`config.mk`:
```
export PLATFORM = sky130hd
export DESIGN_NAME = icb_demux_flat
export DESIGN_NICKNAME = d
export VERILOG_FILES = /design/src/rtl/icb_demux_if.sv /design/src/rtl/icb_demux.sv /design/src/flat_wrapper.sv
export SDC_FILE = /design/constraint.sdc
export NUM_CORES = 1
export LEC_CHECK = 0
export ABC_CLOCK_PERIOD_IN_PS = 4630
export BUFFER_PORTS_ARGS = -buffer_cell sky130_fd_sc_hd__buf_2
export CORE_AREA = 2 2 166 168
export DETAILED_ROUTE_END_ITERATION = 16
export DIE_AREA = 0 0 168 170
export PLACE_DENSITY = 0.34
export SYNTH_ARGS = -nofsm -noshare
export SYNTH_HDL_FRONTEND = slang
export SYNTH_SLANG_ARGS = --single-unit
```
`constraint.sdc`:
```
create_clock -name clk -period 4.63 [get_ports clk]
set_clock_uncertainty 0.1 [all_clocks]
set_input_delay 0.2315 -clock clk [delete_from_list [all_inputs] [get_ports clk]]
set_output_delay 0.2315 -clock clk [all_outputs]
set_load 0.02 [all_outputs]
```
`src/rtl/icb_demux_if.sv`:
```
// ============================================================================
// Module  : icb_demux_if
// Brief   : ICB command/response bundle with master and slave views.
// Revision: 1.0 - initial release
// ============================================================================
`default_nettype none

interface icb_demux_if #(
    parameter int AW = 32
) ();
    logic          cmd_valid;
    logic          cmd_ready;
    logic [AW-1:0] cmd_addr;
    logic          cmd_read;
    logic [31:0]   cmd_wdata;
    logic [3:0]    cmd_wmask;
    logic          rsp_valid;
    logic          rsp_ready;
    logic          rsp_err;
    logic [31:0]   rsp_rdata;

    // Master issues commands and consumes responses.
    modport master (
        output cmd_valid, cmd_addr, cmd_read, cmd_wdata, cmd_wmask, rsp_ready,
        input  cmd_ready, rsp_valid, rsp_err, rsp_rdata
    );

    modport slave (
        input  cmd_valid, cmd_addr, cmd_read, cmd_wdata, cmd_wmask, rsp_ready,
        output cmd_ready, rsp_valid, rsp_err, rsp_rdata
    );
endinterface

`default_nettype wire

```
`src/rtl/icb_demux.sv`:
```
// ============================================================================
// Module  : icb_demux
// Brief   : 1-to-3 ICB demux with address decode, internal error slave and an
//           in-order outstanding-target FIFO for response steering.
// Revision: 1.0 - initial release
// ============================================================================
`default_nettype none

module icb_demux #(
    parameter int OUTS_DEPTH = 2,
    parameter int AW         = 32
) (
    input  wire logic     clk,
    input  wire logic     rst_n,
    icb_demux_if.slave    m_icb,
    icb_demux_if.master   s0_icb,
    icb_demux_if.master   s1_icb,
    icb_demux_if.master   s2_icb
);

    localparam int PW = $clog2(OUTS_DEPTH);

    localparam logic [1:0] TGT_S0  = 2'd0;
    localparam logic [1:0] TGT_S1  = 2'd1;
    localparam logic [1:0] TGT_S2  = 2'd2;
    localparam logic [1:0] TGT_ERR = 2'd3;

    // ------------------------------------------------------------------
    // Slave-side signals gathered into vectors, bit K = slave K
    // ------------------------------------------------------------------
    logic [2:0]  slv_cmd_ready;
    logic [2:0]  slv_rsp_valid;
    logic [2:0]  slv_rsp_err;
    logic [31:0] slv_rsp_rdata [3];
    logic [2:0]  slv_cmd_valid;
    logic [2:0]  slv_rsp_ready;

    assign slv_cmd_ready    = {s2_icb.cmd_ready, s1_icb.cmd_ready, s0_icb.cmd_ready};
    assign slv_rsp_valid    = {s2_icb.rsp_valid, s1_icb.rsp_valid, s0_icb.rsp_valid};
    assign slv_rsp_err      = {s2_icb.rsp_err,   s1_icb.rsp_err,   s0_icb.rsp_err};
    assign slv_rsp_rdata[0] = s0_icb.rsp_rdata;
    assign slv_rsp_rdata[1] = s1_icb.rsp_rdata;
    assign slv_rsp_rdata[2] = s2_icb.rsp_rdata;

    // ------------------------------------------------------------------
    // Address decode
    // ------------------------------------------------------------------
    logic [3:0] region;
    logic [1:0] cmd_tgt;
    logic       tgt_ready;

    assign region  = m_icb.cmd_addr[AW-1:AW-4];
    assign cmd_tgt = (region > 4'd2) ? TGT_ERR : region[1:0];

    always_comb begin
        tgt_ready = 1'b1;
        case (cmd_tgt)
            TGT_S0:  tgt_ready = slv_cmd_ready[0];
            TGT_S1:  tgt_ready = slv_cmd_ready[1];
            TGT_S2:  tgt_ready = slv_cmd_ready[2];
            default: tgt_ready = 1'b1;
        endcase
    end

    // ------------------------------------------------------------------
    // Outstanding-target FIFO
    // ------------------------------------------------------------------
    logic [PW:0] wptr_q, wptr_d;
    logic [PW:0] rptr_q, rptr_d;
    logic [1:0]  ids_q [OUTS_DEPTH];
    logic        fifo_full;
    logic        fifo_empty;
    logic [1:0]  head_tgt;
    logic        push;
    logic        pop;

    assign fifo_full  = (wptr_q[PW] != rptr_q[PW]) &&
                        (wptr_q[PW-1:0] == rptr_q[PW-1:0]);
    assign fifo_empty = (wptr_q == rptr_q);
    assign head_tgt   = ids_q[rptr_q[PW-1:0]];

    // ------------------------------------------------------------------
    // Command path: full blocks acceptance regardless of a same-cycle pop,
    // so cmd_ready never depends combinationally on the response side.
    // ------------------------------------------------------------------
    logic cmd_ready;
    logic cmd_gate;

    assign cmd_gate  = rst_n & ~fifo_full;
    assign cmd_ready = cmd_gate & tgt_ready;
    assign push      = m_icb.cmd_valid & cmd_ready;

    always_comb begin
        slv_cmd_valid = 3'b000;
        if (cmd_gate && m_icb.cmd_valid && (cmd_tgt != TGT_ERR)) begin
            slv_cmd_valid[cmd_tgt] = 1'b1;
        end
    end

    assign m_icb.cmd_ready = cmd_ready;

    assign s0_icb.cmd_valid = slv_cmd_valid[0];
    assign s0_icb.cmd_addr  = m_icb.cmd_addr;
    assign s0_icb.cmd_read  = m_icb.cmd_read;
    assign s0_icb.cmd_wdata = m_icb.cmd_wdata;
    assign s0_icb.cmd_wmask = m_icb.cmd_wmask;

    assign s1_icb.cmd_valid = slv_cmd_valid[1];
    assign s1_icb.cmd_addr  = m_icb.cmd_addr;
    assign s1_icb.cmd_read  = m_icb.cmd_read;
    assign s1_icb.cmd_wdata = m_icb.cmd_wdata;
    assign s1_icb.cmd_wmask = m_icb.cmd_wmask;

    assign s2_icb.cmd_valid = slv_cmd_valid[2];
    assign s2_icb.cmd_addr  = m_icb.cmd_addr;
    assign s2_icb.cmd_read  = m_icb.cmd_read;
    assign s2_icb.cmd_wdata = m_icb.cmd_wdata;
    assign s2_icb.cmd_wmask = m_icb.cmd_wmask;

    // ------------------------------------------------------------------
    // Response path, steered by the FIFO head
    // ------------------------------------------------------------------
    logic        rsp_valid;
    logic        rsp_err;
    logic [31:0] rsp_rdata;

    always_comb begin
        rsp_valid     = 1'b0;
        rsp_err       = 1'b0;
        rsp_rdata     = 32'h0000_0000;
        slv_rsp_ready = 3'b000;
        if (!fifo_empty) begin
            if (head_tgt == TGT_ERR) begin
                rsp_valid = 1'b1;
                rsp_err   = 1'b1;
            end else begin
                rsp_valid               = slv_rsp_valid[head_tgt];
                rsp_err                 = slv_rsp_err[head_tgt];
                rsp_rdata               = slv_rsp_rdata[head_tgt];
                slv_rsp_ready[head_tgt] = m_icb.rsp_ready;
            end
        end
    end

    assign pop = rsp_valid & m_icb.rsp_ready;

    assign m_icb.rsp_valid = rsp_valid;
    assign m_icb.rsp_err   = rsp_err;
    assign m_icb.rsp_rdata = rsp_rdata;

    assign s0_icb.rsp_ready = slv_rsp_ready[0];
    assign s1_icb.rsp_ready = slv_rsp_ready[1];
    assign s2_icb.rsp_ready = slv_rsp_ready[2];

    // ------------------------------------------------------------------
    // Pointer and storage registers
    // ------------------------------------------------------------------
    assign wptr_d = wptr_q + {{PW{1'b0}}, push};
    assign rptr_d = rptr_q + {{PW{1'b0}}, pop};

    always_ff @(posedge clk or negedge rst_n) begin
        if (!rst_n) begin
            wptr_q <= '0;
            rptr_q <= '0;
        end else begin
            wptr_q <= wptr_d;
            rptr_q <= rptr_d;
        end
    end

    // Stored IDs are meaningless while empty, so they need no reset.
    always_ff @(posedge clk) begin
        if (push) begin
            ids_q[wptr_q[PW-1:0]] <= cmd_tgt;
        end
    end

endmodule

`default_nettype wire

```
`src/flat_wrapper.sv`:
```
// flat-port wrapper written by rule: the top's interface ports become plain ports
module icb_demux_flat 
#(
    parameter int OUTS_DEPTH = 2,
    parameter int AW         = 32
)
  (clk, rst_n, m_icb_cmd_valid, m_icb_cmd_addr, m_icb_cmd_read, m_icb_cmd_wdata, m_icb_cmd_wmask, m_icb_rsp_ready, m_icb_cmd_ready, m_icb_rsp_valid, m_icb_rsp_err, m_icb_rsp_rdata, s0_icb_cmd_valid, s0_icb_cmd_addr, s0_icb_cmd_read, s0_icb_cmd_wdata, s0_icb_cmd_wmask, s0_icb_rsp_ready, s0_icb_cmd_ready, s0_icb_rsp_valid, s0_icb_rsp_err, s0_icb_rsp_rdata, s1_icb_cmd_valid, s1_icb_cmd_addr, s1_icb_cmd_read, s1_icb_cmd_wdata, s1_icb_cmd_wmask, s1_icb_rsp_ready, s1_icb_cmd_ready, s1_icb_rsp_valid, s1_icb_rsp_err, s1_icb_rsp_rdata, s2_icb_cmd_valid, s2_icb_cmd_addr, s2_icb_cmd_read, s2_icb_cmd_wdata, s2_icb_cmd_wmask, s2_icb_rsp_ready, s2_icb_cmd_ready, s2_icb_rsp_valid, s2_icb_rsp_err, s2_icb_rsp_rdata);
  icb_demux_if #(.AW(AW)) m_icb_i ();
  icb_demux_if #(.AW(AW)) s0_icb_i ();
  icb_demux_if #(.AW(AW)) s1_icb_i ();
  icb_demux_if #(.AW(AW)) s2_icb_i ();
  input  wire logic clk;
  input  wire logic rst_n;
  input wire logic [$bits(m_icb_i.cmd_valid)-1:0] m_icb_cmd_valid;
  input wire logic [$bits(m_icb_i.cmd_addr)-1:0] m_icb_cmd_addr;
  input wire logic [$bits(m_icb_i.cmd_read)-1:0] m_icb_cmd_read;
  input wire logic [$bits(m_icb_i.cmd_wdata)-1:0] m_icb_cmd_wdata;
  input wire logic [$bits(m_icb_i.cmd_wmask)-1:0] m_icb_cmd_wmask;
  input wire logic [$bits(m_icb_i.rsp_ready)-1:0] m_icb_rsp_ready;
  output wire logic [$bits(m_icb_i.cmd_ready)-1:0] m_icb_cmd_ready;
  output wire logic [$bits(m_icb_i.rsp_valid)-1:0] m_icb_rsp_valid;
  output wire logic [$bits(m_icb_i.rsp_err)-1:0] m_icb_rsp_err;
  output wire logic [$bits(m_icb_i.rsp_rdata)-1:0] m_icb_rsp_rdata;
  output wire logic [$bits(s0_icb_i.cmd_valid)-1:0] s0_icb_cmd_valid;
  output wire logic [$bits(s0_icb_i.cmd_addr)-1:0] s0_icb_cmd_addr;
  output wire logic [$bits(s0_icb_i.cmd_read)-1:0] s0_icb_cmd_read;
  output wire logic [$bits(s0_icb_i.cmd_wdata)-1:0] s0_icb_cmd_wdata;
  output wire logic [$bits(s0_icb_i.cmd_wmask)-1:0] s0_icb_cmd_wmask;
  output wire logic [$bits(s0_icb_i.rsp_ready)-1:0] s0_icb_rsp_ready;
  input wire logic [$bits(s0_icb_i.cmd_ready)-1:0] s0_icb_cmd_ready;
  input wire logic [$bits(s0_icb_i.rsp_valid)-1:0] s0_icb_rsp_valid;
  input wire logic [$bits(s0_icb_i.rsp_err)-1:0] s0_icb_rsp_err;
  input wire logic [$bits(s0_icb_i.rsp_rdata)-1:0] s0_icb_rsp_rdata;
  output wire logic [$bits(s1_icb_i.cmd_valid)-1:0] s1_icb_cmd_valid;
  output wire logic [$bits(s1_icb_i.cmd_addr)-1:0] s1_icb_cmd_addr;
  output wire logic [$bits(s1_icb_i.cmd_read)-1:0] s1_icb_cmd_read;
  output wire logic [$bits(s1_icb_i.cmd_wdata)-1:0] s1_icb_cmd_wdata;
  output wire logic [$bits(s1_icb_i.cmd_wmask)-1:0] s1_icb_cmd_wmask;
  output wire logic [$bits(s1_icb_i.rsp_ready)-1:0] s1_icb_rsp_ready;
  input wire logic [$bits(s1_icb_i.cmd_ready)-1:0] s1_icb_cmd_ready;
  input wire logic [$bits(s1_icb_i.rsp_valid)-1:0] s1_icb_rsp_valid;
  input wire logic [$bits(s1_icb_i.rsp_err)-1:0] s1_icb_rsp_err;
  input wire logic [$bits(s1_icb_i.rsp_rdata)-1:0] s1_icb_rsp_rdata;
  output wire logic [$bits(s2_icb_i.cmd_valid)-1:0] s2_icb_cmd_valid;
  output wire logic [$bits(s2_icb_i.cmd_addr)-1:0] s2_icb_cmd_addr;
  output wire logic [$bits(s2_icb_i.cmd_read)-1:0] s2_icb_cmd_read;
  output wire logic [$bits(s2_icb_i.cmd_wdata)-1:0] s2_icb_cmd_wdata;
  output wire logic [$bits(s2_icb_i.cmd_wmask)-1:0] s2_icb_cmd_wmask;
  output wire logic [$bits(s2_icb_i.rsp_ready)-1:0] s2_icb_rsp_ready;
  input wire logic [$bits(s2_icb_i.cmd_ready)-1:0] s2_icb_cmd_ready;
  input wire logic [$bits(s2_icb_i.rsp_valid)-1:0] s2_icb_rsp_valid;
  input wire logic [$bits(s2_icb_i.rsp_err)-1:0] s2_icb_rsp_err;
  input wire logic [$bits(s2_icb_i.rsp_rdata)-1:0] s2_icb_rsp_rdata;
  assign m_icb_i.cmd_valid = m_icb_cmd_valid;
  assign m_icb_i.cmd_addr = m_icb_cmd_addr;
  assign m_icb_i.cmd_read = m_icb_cmd_read;
  assign m_icb_i.cmd_wdata = m_icb_cmd_wdata;
  assign m_icb_i.cmd_wmask = m_icb_cmd_wmask;
  assign m_icb_i.rsp_ready = m_icb_rsp_ready;
  assign m_icb_cmd_ready = m_icb_i.cmd_ready;
  assign m_icb_rsp_valid = m_icb_i.rsp_valid;
  assign m_icb_rsp_err = m_icb_i.rsp_err;
  assign m_icb_rsp_rdata = m_icb_i.rsp_rdata;
  assign s0_icb_cmd_valid = s0_icb_i.cmd_valid;
  assign s0_icb_cmd_addr = s0_icb_i.cmd_addr;
  assign s0_icb_cmd_read = s0_icb_i.cmd_read;
  assign s0_icb_cmd_wdata = s0_icb_i.cmd_wdata;
  assign s0_icb_cmd_wmask = s0_icb_i.cmd_wmask;
  assign s0_icb_rsp_ready = s0_icb_i.rsp_ready;
  assign s0_icb_i.cmd_ready = s0_icb_cmd_ready;
  assign s0_icb_i.rsp_valid = s0_icb_rsp_valid;
  assign s0_icb_i.rsp_err = s0_icb_rsp_err;
  assign s0_icb_i.rsp_rdata = s0_icb_rsp_rdata;
  assign s1_icb_cmd_valid = s1_icb_i.cmd_valid;
  assign s1_icb_cmd_addr = s1_icb_i.cmd_addr;
  assign s1_icb_cmd_read = s1_icb_i.cmd_read;
  assign s1_icb_cmd_wdata = s1_icb_i.cmd_wdata;
  assign s1_icb_cmd_wmask = s1_icb_i.cmd_wmask;
  assign s1_icb_rsp_ready = s1_icb_i.rsp_ready;
  assign s1_icb_i.cmd_ready = s1_icb_cmd_ready;
  assign s1_icb_i.rsp_valid = s1_icb_rsp_valid;
  assign s1_icb_i.rsp_err = s1_icb_rsp_err;
  assign s1_icb_i.rsp_rdata = s1_icb_rsp_rdata;
  assign s2_icb_cmd_valid = s2_icb_i.cmd_valid;
  assign s2_icb_cmd_addr = s2_icb_i.cmd_addr;
  assign s2_icb_cmd_read = s2_icb_i.cmd_read;
  assign s2_icb_cmd_wdata = s2_icb_i.cmd_wdata;
  assign s2_icb_cmd_wmask = s2_icb_i.cmd_wmask;
  assign s2_icb_rsp_ready = s2_icb_i.rsp_ready;
  assign s2_icb_i.cmd_ready = s2_icb_cmd_ready;
  assign s2_icb_i.rsp_valid = s2_icb_rsp_valid;
  assign s2_icb_i.rsp_err = s2_icb_rsp_err;
  assign s2_icb_i.rsp_rdata = s2_icb_rsp_rdata;
  icb_demux #(.OUTS_DEPTH(OUTS_DEPTH), .AW(AW)) u_core (.clk(clk), .rst_n(rst_n), .m_icb(m_icb_i), .s0_icb(s0_icb_i), .s1_icb(s1_icb_i), .s2_icb(s2_icb_i));
endmodule
```
==> results.txt <==
fin nets - 468
IO Port Bufs - 165
Yosys reg bits - 8
Post-Syn Area per Cell - 8.50 um2
Synth Net Count - 515
Setup CP Type - flip-flop to output pin
row cnt - 60
fillcell total - 3,098
H-tree levels - 1
post-route cell area - 2530 um2
Hold Violations, Final - 0
CP max FO - 32
most frequent cells in the layout - buf_2, mux2i_1, o2bb2ai_1
worst skew pair latency - 230 ps
post-CTS setup buffer count - 0
Worst Slack Setup Final - 1980 ps
die width - 168 um
Max Clock Freq - 377 MHz
Pleak - 1.22 nW
Netlist Area Pre-Place - 2840 um2
TritonCTS clock tree - done
max-cap violation count - 0
RSZ-0062 raised after global routing - false
Yosys warning total - 0
first-pass GRT wire length - 10,200 um
initial antenna violation count - 0
post-synthesis cell count - 334
ratio of cells with drive above 1 in the final layout - 61.2%
Routed WL per cell - 11.7 um
Root Buffer - clkbuf_16
cell area after placement - 2440 um2
vias in the first global route - 1,788
vias per inst - 2.82
1st-iter DRT viols - 48
RD Place Congestion - 0.639
TNS Setup - 0 ps
CTS resizes - 0
final worst path period share - 57.3%
Slew headroom - 33.7%
Routed Antenna Nets - 0
wirelength, routed - 7310 um
final std cells w/o fill - 627
Clock Tree Buf Depth - 2
Slew @ Worst Pin - 991 ps
Peak VDD IR - 0.195 mV
Slew Limit Fails - 0
largest net degree at the start of global routing - 35
CP Data Required Time - 4300 ps
Initial Util - 10.7%
register area share after synthesis - 7.75%
Min-Delay Path Class - input pin to async pin
Place WS - 2150 ps
Die H - 170 um
drt pass-1 iters - 4
CP arrival - 2320 ps
Setup violations, final - 0
core area - 26,700 um2
n_diodes - 0
total gr overflow - 0
Finished Core Util - 9.50%
Power Dens Cells - 550 nW/um2
HPWL after DPL - 6040 um
Startpoint Class - flip-flop
full die area - 28,600 um2
status - finished clean
IO Count - 426
most common cell after layout, fill and taps aside - buf_2
routed vias - 1,771
gr usage total - 4.62%
total CTS buffers - 3
Tmin final - 2650 ps
Residual DRC - 0
CP Capture Type - output pin
Placed Instances - 622
CTS Sinks - 8
Area growth syn-to-layout - -10.9%
count of cell types in the netlist - 29
clk slew on worst S/H paths - 40 ps
[cell type report]
type,instances,area [um2],share of cell area (%)
Timing Repair Buffer,166,836,33.0
Sequential cell,8,220,8.70
Tap cell,341,427,16.9
Inverter,4,15.0,0.593
Clock buffer,4,78.8,3.11
Multi-Input combinational cell,104,955,37.7
[worst max-delay path, stage by stage (launching register included)]
cell       delay, ps
dfrtp_1          670
xor2_4           190
o21ai_4          820
o2bb2ai_1        180
buf_2            210
[final timing paths]
check | start | to | slack [ps] | cells after the start
max | u_core.rptr_q[0]$_DFF_PN0_ | m_icb_rsp_rdata[14] | 1980 | 4
min | rst_n | u_core.wptr_q[0]$_DFF_PN0_ | 260 | 2
max reg2reg | u_core.rptr_q[0]$_DFF_PN0_ | u_core.rptr_q[1]$_DFF_PN0_ | 2490 | 5
min reg2reg | u_core.rptr_q[1]$_DFF_PN0_ | u_core.rptr_q[1]$_DFF_PN0_ | 430 | 1
max in group asynchronous | rst_n | u_core.rptr_q[1]$_DFF_PN0_ | 4030 | 2
min in group clk | m_icb_cmd_addr[30] | u_core.ids_q[0][0]$_DFFE_PP_ | 330 | 2
[Yosys cell counts, drive strengths merged]
cell type	count	area [um2]
buf	218	1660
mux2i	35	363
o2bb2ai	32	280
nor3	8	40.0
a211oi	4	30.0
dfrtp	4	100
edfxtp	4	120
inv	4	15.0
xor2	4	53.8
ha	3	37.5
mux2	3	41.3
nor2	3	11.3
o21ai	3	15.0
or3	2	12.5
a21o	1	7.51
a21oi	1	5.00
nand2	1	3.75
o211a	1	17.5
o211ai	1	7.51
o32ai	1	8.76
xnor2	1	8.76
[sequential cells by signal, summed over array words and instances, names as in the netlist]
signal         cells
u_core.ids_q       4
u_core.rptr_q      2
u_core.wptr_q      2
[power by group]
group	leakage, nW	switching (mW)	internal, mW
combinational	1.11	0.706	0.391
clock	0.0382	0.0335	0.115
sequential	0.0806	0.0463	0.0998
[cell families (layout without fill, tap and decap cells)]
| kind of cell | after synthesis | count (layout) | synth area share [%] |
|---|---|---|---|
| fa+ha+maj | 3 | 3 | 1.32 |
| flops | 8 | 8 | 7.75 |
| mux | 38 | 38 | 14.2 |
| buf+inv | 222 | 174 | 59.0 |
| simple gates | 14 | 14 | 2.38 |
| compound gates | 44 | 44 | 13.1 |
| xor+xnor | 5 | 5 | 2.20 |
[layer usage]
layer	routed length (um)	up-vias	GRT usage, %
met5	0	-	0
met2	3220	131	7.11
li1	-	826	-
met3	866	32	1.88
met1	3020	782	5.54
met4	208	0	2.34
[repair_timing]
action	CTS	global route
hold buffers	1	0
endpoints found under the setup margin	0	0
endpoints found under the hold margin	4	0
[per-stage QoR]
step / total power [mW] / hold slack (ps)
floorplan: 1.18 / -164
CTS: 1.42 / 274
detailed placement: 1.27 / -39.1
finish: 1.39 / 262
global placement: 1.27 / -42.7
global route: 1.51 / 286
No activity file was read; power rests on OpenSTA's default activity.
